### src/rtl/fetch_pkg.sv
// fetch_pkg: shared fetch-stage constants and state encoding
package fetch_pkg;
  localparam logic [31:0] NOP_INSTR = 32'h0000_0013;
  localparam logic [31:0] DEFAULT_RESET_PC = 32'h0000_2000;
  typedef enum logic {REQ = 1'b0, WAIT = 1'b1} fetch_state_e;
endpackage

### src/rtl/fetch_out_reg.sv
// fetch_out_reg: single-entry valid/ready register with load, flush and reset values
module fetch_out_reg (
  input  logic        clk,
  input  logic        rst,
  input  logic        load,
  input  logic        flush,
  input  logic        ready,
  input  logic [31:0] load_instr,
  input  logic [31:0] load_pc,
  input  logic [31:0] reset_instr,
  input  logic [31:0] reset_pc,
  output logic        valid,
  output logic [31:0] instr,
  output logic [31:0] pc
);
  always_ff @(posedge clk) begin
    if (rst) begin
      valid <= 1'b0;
      instr <= reset_instr;
      pc <= reset_pc;
    end else begin
      valid <= !flush && (load || (valid && !ready));
      if (load && !flush) begin
        instr <= load_instr;
        pc <= load_pc;
      end
    end
  end
endmodule

### src/rtl/fetch_unit.sv
// fetch_unit: pc, single-outstanding imem request handshake and redirect handling
module fetch_unit
  import fetch_pkg::*;
#(
  parameter logic [31:0] RESET_PC = DEFAULT_RESET_PC
) (
  input  logic        clk,
  input  logic        rst,
  output logic        imem_req_valid,
  input  logic        imem_req_ready,
  output logic [31:0] imem_req_addr,
  input  logic        imem_resp_valid,
  input  logic [31:0] imem_resp_data,
  input  logic        redirect_valid,
  input  logic [31:0] redirect_pc,
  output logic        out_valid,
  input  logic        out_ready,
  output logic [31:0] out_instr,
  output logic [31:0] out_pc
);
  fetch_state_e state, state_d;
  logic [31:0] pc_q, pc_d, req_pc_q, req_pc_d;
  logic drop_q, drop_d, req_fire, load;
  assign imem_req_valid = state == REQ && !redirect_valid && (!out_valid || out_ready);
  assign imem_req_addr = pc_q;
  assign req_fire = imem_req_valid && imem_req_ready;
  assign load = state == WAIT && imem_resp_valid && !drop_q && !redirect_valid;
  always_comb begin
    state_d = state == REQ ? (req_fire ? WAIT : REQ) : (imem_resp_valid ? REQ : WAIT);
    pc_d = redirect_valid ? redirect_pc & ~32'd3 : req_fire ? pc_q + 32'd4 : pc_q;
    req_pc_d = req_fire ? pc_q : req_pc_q;
    drop_d = state == WAIT && !imem_resp_valid && (drop_q || redirect_valid);
  end
  always_ff @(posedge clk) begin
    if (rst) begin
      state <= REQ;
      pc_q <= RESET_PC & ~32'd3;
      req_pc_q <= 32'd0;
      drop_q <= 1'b0;
    end else begin
      state <= state_d;
      pc_q <= pc_d;
      req_pc_q <= req_pc_d;
      drop_q <= drop_d;
    end
  end
  fetch_out_reg u_out (
    .clk(clk),
    .rst(rst),
    .load(load),
    .flush(redirect_valid),
    .ready(out_ready),
    .load_instr(imem_resp_data),
    .load_pc(req_pc_q),
    .reset_instr(NOP_INSTR),
    .reset_pc(32'd0),
    .valid(out_valid),
    .instr(out_instr),
    .pc(out_pc)
  );
  a_no_load_on_transfer: assert property (@(posedge clk) disable iff (rst) !(load && out_valid && out_ready));
endmodule

### config.mk
export PLATFORM = sky130hd
export DESIGN_NAME = fetch_unit
export DESIGN_NICKNAME = d
export VERILOG_FILES = /design/src/rtl/fetch_pkg.sv /design/src/rtl/fetch_out_reg.sv /design/src/rtl/fetch_unit.sv
export SDC_FILE = /design/constraint.sdc
export NUM_CORES = 1
export LEC_CHECK = 0
export ABC_AREA = 0
export BUFFER_PORTS_ARGS = -buffer_cell sky130_fd_sc_hd__buf_4
export CORE_MARGIN = 1
export CORE_UTILIZATION = 54
export DETAILED_ROUTE_END_ITERATION = 7
export PLACE_DENSITY = 0.85
export SYNTH_ARGS = -nofsm -noshare
export SYNTH_HDL_FRONTEND = slang
export SYNTH_SLANG_ARGS = --single-unit
export TNS_END_PERCENT = 20
### constraint.sdc
create_clock -name clk -period 3.5 [get_ports clk]
set_clock_uncertainty 0.05 [all_clocks]
set_input_delay 0.35 -clock clk [delete_from_list [all_inputs] [get_ports clk]]
set_output_delay 0.35 -clock clk [all_outputs]
set_load 0.01 [all_outputs]
# Word level (Yosys, flattened, before mapping)
# Cells that the tools add are included.
totals:
  elab_cells: 36
  output_inout_bits: 98
  reg_bits: 131
  input_bits: 70
op_classes:
  n_bitwise: 1
  reduce_logical: 21
  muxes: 5
  addsub: 1
op_table:
  columns: ["cell", "n"]
  rows:
  - ["32-bit two-way mux", 2]
  - ["32-bit by 3-bit adder with 32-bit output (second input constant)", 1]
  - ["1-bit logical AND", 11]
  - ["1-bit zero test", 5]
  - ["1-bit logical OR", 3]
  - ["1-bit two-way mux", 3]
  - ["2-bit nonzero test", 1]
  - ["2-bit OR reduction", 1]
  - ["1-bit inverter", 1]

# Logic depth before layout (Yosys ltp)
# Gate-level depths: netlist of run 1.
depth:
  ltp_word: 6
  mapped_depth: 7
  depth_no_buf: 6

# Cells and area by module
# Synthesis of run 1 repeated with hierarchy kept, for this count alone.
unflattened:
  cells_unflattened: 502
  hier_area_um2: 5795.6
modules_own_cells:
  columns: ["mod", "cells_each", "area_each_um2", "n_inst"]
  rows:
  - ["fetch_out_reg", 141, 2900.3, 1]
  - ["fetch_unit", 361, 2895.3, 1]

# Worst setup path before layout of run 1
# No wires, ideal clock.
synth_path:
  path_kind: "reg2reg"
  start: "register pc_q[2] (netlist: imem_req_addr[2])"
  end: "register pc_q[18] (netlist: imem_req_addr[18])"
  path_stages_with_launch: 6
  setup_time_ps: 91
  period_less_slack_ps: 2059
  arrival_time_ps: 1918
  slack_ps: 1441
  t_required_ps: 3359
  cell_sequence: "dfxtp_1 ha_1 nand4_1 or4_4 or3_1 a311oi_1"
synth_via:
  elab_chain_cells: 3
synth_rtl:
  columns: ["item", "line", "source"]
  rows:
  - ["start, declared", "fetch_unit.sv:22", "logic [31:0] pc_q, pc_d, req_pc_q, req_pc_d;"]
  - ["start signal, assigned", "fetch_unit.sv:37", "pc_q <= RESET_PC & ~32'd3;"]
  - ["start signal, assigned", "fetch_unit.sv:42", "pc_q <= pc_d;"]
  - ["32-bit by 3-bit adder with 32-bit output", "fetch_unit.sv:30", "pc_d = redirect_valid ? redirect_pc & ~32'd3 : req_fire ? pc_q + 32'd4 : pc_q;"]
  - ["32-bit two-way mux (2 in a row)", "fetch_unit.sv:30", null]
# No other way between the ends. The select of a mux whose other input is x is not followed.
# A chain may end at the register's enable or synchronous reset.

# Final worst setup path of run 1
layout_path:
  start: "register pc_q[2] (netlist: imem_req_addr[2])"
  end: "register pc_q[30] (netlist: imem_req_addr[30])"
# The elaborated chain is that of the path after synthesis.

==> results.txt, run 1 <==
Hold Crit Depth: 3
Area grow syn2layout: 36.29%
Post-synthesis compound-gate area fraction: 0.1534
Die width: 98.68 µm
Gr ovfl total: 0
Critical-path maximum fanout: 6
GR Util met3: 0.06312
Tightest hold margin: 0.02003 ns
Die area: 9738 µm²
Multiplexer share of the synthesized area: 0
Crit path DAT: 2.70 ns
Clock transition at path regs: 0.06 ns
First-pass GRT wire length: 22.16 mm
Vias per std cell: 5.636
Final #Nets: 864
GRT Total Usage: 0.2880
Site row count: 34
Switching Share: 0.2462
H-tree levels: 4
Post-synth EDFFs: 0
Layer with the highest usage: met2
Post-Synth XOR/XNOR Area: 0.02776
Met1 usage in global routing: 0.3644
Crit-path max cell delay: 0.59 ns
N_diodes: 0
Routability congestion estimate: 0.9170
Unrepaired setup endpoints after global routing: no
Largest net degree at the start of global routing: 76
Max_cap viols: 0
Worst min path class: input pin to flop
Post-Syn Instances: 648
Fin Setup TNS: 0 ns
Mapped cell area: 5047 µm²
Main combinational cell family by area after synthesis: simple AND/OR/NAND/NOR gates
# IOs: 168
Avg WL per Cell: 15.30 µm
Slew Limit Headroom: 0.2540
Buffer count from post-CTS setup fixing: 0
Dpl hpwl: 9.191 mm
Synth cell types: 41
CORE AREA: 8891 µm²
Final Hold Vio Count: 0
Sequential Power Share: 0.435
Crit path cell chain: ha_1, nand4_1, nor3_1, nand2_1, or3_1, nand3_1
Total clock sinks: 125
Gate power share: 0.077
Synthesis-stage register bit count: 125
Initial Util: 0.5677
Tmin final: 2.302 ns
Crit Path Class: flop to flop
CP max stage cell: nor3_1
Fillers: 656
Clk buf depth: 2
Iteration-0 DRC Markers: 297
Post-route DRC: 0
CTS buffer count: 17
Switch Pwr: 0.0008602 W
Syn avg cell area: 7.789 µm²
CP endpoint kind: flop
Final setup viols: 0
Cell Int Power: 0.002634 W
Post-synthesis sequential area ratio: 0.4958
YS warnings: 0
Lkg Pwr: 2.680 nW
Async SR Flop Fraction: 0
R2R depth: 6
Peak supply drop: 382.1 µV
Clock Latency Late Sink: 0.52 ns
Total number of vias: 5,151
PortBufs: 161
Post-DRT Antenna Nets: 0
Max frequency: 434.3 MHz
Tcrit/Tclk final: 0.6578
Startpoint Class: flop
Share of cells above drive strength 1: 0.2519
CTS tree: yes
Clock Tree Root: clkbuf_8
Chip height: 98.68 µm
Power per cell area: 508.0 nW/µm²
Post-synthesis simple-gate area fraction: 0.2786
Slew Limit Fails: 0
Req. time, crit path: 3.90 ns
Synth Flop Type: dfxtp_1
Initial antenna violation count: 0
Adder-cell share of the synthesized area: 0.002479
DRT Pass-1 Iters: 5
Routed Wire Length: 13.98 mm
Clock power share: 0.488
Number of global-route vias before repair: 4,599
Slew @ Worst Pin: 1.119 ns
Met2 Usage GRT: 0.4789
Outcome: complete, no violations
critical path: cells and delay by family, from the launching register on:
family                   cells  cell delay [ns]
AND/OR/NAND/NOR              5             1.44
flip-flops                   1             0.46
adder cells (fa/ha/maj)      1             0.29
worst paths after layout:
check                   start                end  slack [ns]
max          imem_req_addr[2]  imem_req_addr[30]        1.20
min           redirect_pc[29]  imem_req_addr[29]        0.02
max reg2reg  imem_req_addr[2]  imem_req_addr[30]        1.20
min reg2reg       req_pc_q[2]        u_out.pc[2]        0.40
synthesized netlist by cell type, types with 2 or more instances:
master,count,share of area
a211oi_1,7,0.010
a21oi_1,99,0.098
a22oi_1,2,0.0030
a311oi_1,2,0.0035
a31oi_1,5,0.0062
and2_1,5,0.0062
and3_1,3,0.0037
and4_1,3,0.0052
buf_4,5,0.0074
clkbuf_1,40,0.030
dfxtp_1,125,0.50
inv_1,3,0.0022
nand2_1,217,0.16
nand2b_1,6,0.0074
nand3_1,17,0.017
nand3b_1,4,0.0059
nand4_1,11,0.014
nor2_1,18,0.013
nor2b_1,3,0.0037
nor3_1,11,0.011
nor4_1,5,0.0062
nor4b_1,2,0.0035
o211ai_1,10,0.015
o22ai_1,5,0.0062
o311ai_0,3,0.0052
or3_1,7,0.0087
or4_1,2,0.0030
xnor2_1,8,0.014
xor2_1,8,0.014
final cells by class:
type,count,area [µm²],share of cell area
Sequential cell,125,2502,0.3638
Multi-Input combinational cell,476,2355,0.3423
Timing Repair Buffer,170,1286,0.1870
Clock buffer,18,427.9,0.06220
Clock inverter,14,161.4,0.02346
Tap cell,108,135.1,0.01964
Inverter,3,11.26,0.001637
cells in the final DEF, fill, tap and decap left out, types with 6 or more instances in the layout:
cell / netlist / routed
nand2b_1: 6 / 6
buf_4: 5 / 166
o211ai_1: 10 / 10
nand4_1: 11 / 11
clkbuf_16: 0 / 16
a211oi_1: 7 / 7
or3_1: 7 / 7
nor2_1: 18 / 18
nand2_1: 217 / 217
dfxtp_1: 125 / 125
xnor2_1: 8 / 8
a21oi_1: 99 / 99
nand3_1: 17 / 16
clkinv_4: 0 / 6
nor3_1: 11 / 11
xor2_1: 8 / 8
metal layers:
layer / share of wire / vias to the layer above
li1: - / 2486
met1: 0.41 / 2351
met2: 0.48 / 279
met3: 0.088 / 35
met4: 0.024 / 0
met5: 0 / -
through the flow:
step           instance area (µm²)  total power (W)    util  setup WS, ns  std cells
5_1_grt                       6879         0.003601  0.7737         1.010        914
4_1_cts                       6879         0.003504  0.7737         1.248        914
6_report                      6879         0.003494  0.7737         1.198        914
3_5_place_dp                  6250         0.001807  0.7029         1.162        878
2_1_floorplan                 5059         0.001666       -         1.441        651
3_3_place_gp                  6250         0.001800  0.7029         1.297        878
cell families after synthesis:
kind of cell	Yosys count
compound gates	137
xor+xnor	16
fa+ha+maj	1
buf+inv	50
flops	125
other cells	1
simple gates	318
power groups by stage:
stage | Clock (W) | Sequential [W] | Combinational [W]
global route | 0.00179 | 0.00152 | 0.000292
CTS | 0.00172 | 0.00152 | 0.000269
floorplan | 0 | 0.00154 | 0.000125
detailed placement | 0 | 0.00154 | 0.000262
global placement | 0 | 0.00154 | 0.000257
finish | 0.00171 | 0.00152 | 0.000270
repair_timing:
action	CTS	global route
endpoints found under the hold margin	4	0
hold buffers	4	0
resized for setup	0	0
sequential cells by signal (all words and copies together), names as in the netlist:
register       count
req_pc_q          30
imem_req_addr     30
state              1
u_out.valid        1
u_out.instr       32
drop_q             1
u_out.pc          30
(Power assumes the default switching activity.)
==> run 2, diff against run 1 <==
- CORE_UTILIZATION: 54 -> 45
- PLACE_DENSITY: 0.85 -> 0.75
- clock period: 3.5 -> 1.91 ns (I/O delays scaled with it)
==> run 2 against run 1 <==
- critical path depth grew 2
- sequential share of layout area shrank 4.8 points
- sequential power grew 81%
- via count grew 8.6%
- final cell count grew 15%
- routed wire length grew 15%
- register-to-register slack lost 1.2 ns
- count of clock-buffer cells in the layout grew 1
- combinational power grew to 2.7 times the previous value
- sequential cell count is the same
- worst hold slack lost 0.0019 ns
- worst setup slack lost 1.2 ns
==> results.txt, run 2 (synthesis results as in run 1) <==
Most common cell after layout, fill and taps aside: nand2_1
Gr ovfl total: 0 (unchanged)
Largest net degree at the start of global routing: 68 (-11%)
Final #Nets: 970 (+12%)
CP max stage cell: dfxtp_2
Tightest hold margin: 0.01816 ns (-0.001867 ns)
Final Hold Vio Count: 0 (unchanged)
Slew Limit Fails: 0 (unchanged)
H-tree levels: 4 (unchanged)
Peak supply drop: 460.8 µV (+21%)
CTS buffer count: 17 (unchanged)
Crit-path max cell delay: 0.35 ns (-0.24 ns)
GRT Total Usage: 0.2773 (-0.01074)
Post-route DRC: 0 (unchanged)
Worst min path class: input pin to flop
Avg WL per Cell: 15.24 µm (-0.37%)
Req. time, crit path: 2.25 ns (-1.65 ns)
Critical-path maximum fanout: 5 (-1)
Non-Filler Instances: 1,052 (+15%)
Routability congestion estimate: 0.9342 (+1.9%)
Share of cells above drive strength 1: 0.2906 (+0.03871)
Unrepaired setup endpoints after global routing: yes
Total number of vias: 5,594 (+8.6%)
Most flop-heavy register: u_out.instr
Die width: 107.9 µm (+9.3%)
N_diodes: 0 (unchanged)
CTS tree: yes
Number of flip-flops in the largest register: 32 (unchanged)
Most frequent cells in the layout: nand2_1 (217), buf_4 (211), dfxtp_1 (119), a21oi_1 (99), dlygate4sd3_1 (61)
Placed Cells: 954 (+8.7%)
First-pass GRT wire length: 25.12 mm (+13%)
Clock Tree Root: clkbuf_8
Max_cap viols: 0 (unchanged)
Sequential standard cell area: 2512 µm² (+0.40%)
Setup ws final: 0.03291 ns (-1.165 ns)
PortBufs: 161 (unchanged)
Cell family with most CP delay: buffers and inverters
Slew Limit Headroom: 0.5612 (+0.3072)
Startpoint Class: flop
Total clock sinks: 125 (unchanged)
# IOs: 168 (unchanged)
Slew @ Worst Pin: 0.6581 ns (-0.4608 ns)
Area grow syn2layout: 57.59%
Tcrit/Tclk final: 0.9828 (+0.3249)
Routed Wire Length: 16.04 mm (+15%)
Iteration-0 DRC Markers: 483 (+63%)
Max layer used: met4
Power per cell area: 831.7 nW/µm² (+64%)
Dpl hpwl: 10.17 mm (+11%)
Core Util, Final: 0.7305 (-0.04319)
Crit path cell chain: buf_4, nand4_1, buf_6, nor4_4, buf_4, xor2_1, a222oi_1, nor2_1
DRT Pass-1 Iters: 5 (unchanged)
Clock transition at path regs: 0.06 ns (about the same)
CP endpoint kind: flop
Outcome: complete, no violations
Crit Path Class: flop to flop
Post-DRT Antenna Nets: 0 (unchanged)
Tmin final: 1.877 ns (-0.4253 ns)
Lkg Pwr: 3.217 nW (+20%)
Vias per std cell: 5.317 (-5.6%)
Initial Util: 0.4636 (-0.1041)
Site row count: 38 (+12%)
Chip height: 107.9 µm (+9.3%)
Buf/Inv on CP: 3 (+3)
Die area: 11,640 µm² (+20%)
Setup WS pre-CTS: 0.05692 ns (-1.105 ns)
Fillers: 835 (+27%)
Crit path DAT: 2.21 ns (-0.49 ns)
Clk buf depth: 2 (unchanged)
DR WL met2: 7.881 mm (+18%)
CORE AREA: 10,890 µm² (+22%)
Crit-path most repeated cell: buf_4
Met3 wire length: 1.144 mm (-6.6%)
WL met1: 6.601 mm (+15%)
Multi-input gate area: 2420 µm² (+2.8%)
Clock Latency Late Sink: 0.53 ns (about the same)
Final setup viols: 0 (unchanged)
Number of global-route vias before repair: 5,277 (+15%)
Max frequency: 532.7 MHz (+23%)
Initial antenna violation count: 0 (unchanged)
==> run 2: path summary, 6_finish.rpt <==
| kind | start | to | slack (ns) | cells past startpoint |
|---|---|---|---|---|
| min reg2reg | req_pc_q[31] | u_out.pc[31] | 0.40 | 2 |
| max reg2reg | imem_req_addr[3] | imem_req_addr[17] | 0.03 | 8 |
| min | redirect_pc[11] | imem_req_addr[11] | 0.02 | 4 |
| max | imem_req_addr[3] | imem_req_addr[17] | 0.03 | 8 |
==> run 2: final cells by class <==
| cell class | count | area share |
|---|---|---|
| clock buffer | 19 | 0.05427 |
| clock inverter | 13 | 0.01840 |
| tap | 140 | 0.02202 |
| multi-input combinational | 476 | 0.3042 |
| inverter | 3 | 0.001416 |
| sequential | 125 | 0.3159 |
| timing repair buffer | 276 | 0.2838 |
==> run 2: power by group <==
group | internal (W) | switching, W | total (W)
combinational | 0.000375 | 0.000348 | 0.000723
sequential | 0.00268 | 0.0000647 | 0.00275
clock | 0.00200 | 0.00114 | 0.00315
total | 0.00506 | 0.00156 | 0.00662
==> run 2: tightest hold or removal path, delay by kind of cell <==
family	cells	cell delay, ns
AO/OA/AOI/OAI	2	0.17
AND/OR/NAND/NOR	1	0.11
buffers and inverters	1	0.07
==> run 2: timing repair <==
action	CTS	global route
endpoints found under the setup margin	1	10
endpoints found under the hold margin	60	0
pin swaps	0	7
setup buffers	0	5
gates resized for setup	1	14
hold buffers	61	0
==> run 2: per-stage QoR <==
step / total power, W / area, µm² / setup TNS, ns
2_1_floorplan: 0.003057 / 5076 / 0
3_3_place_gp: 0.003378 / 6663 / 0
3_5_place_dp: 0.003396 / 6663 / 0
4_1_cts: 0.006619 / 7858 / 0
5_1_grt: 0.006828 / 7954 / -0.2891
6_report: 0.006615 / 7954 / 0
==> run 2: per-layer routing <==
metal | track usage | vias to the layer above
met2 | 0.4757 | 258
li1 | - | 2708
met1 | 0.3381 | 2579
met4 | 0.1174 | 0
met5 | 0 | -
met3 | 0.05448 | 49
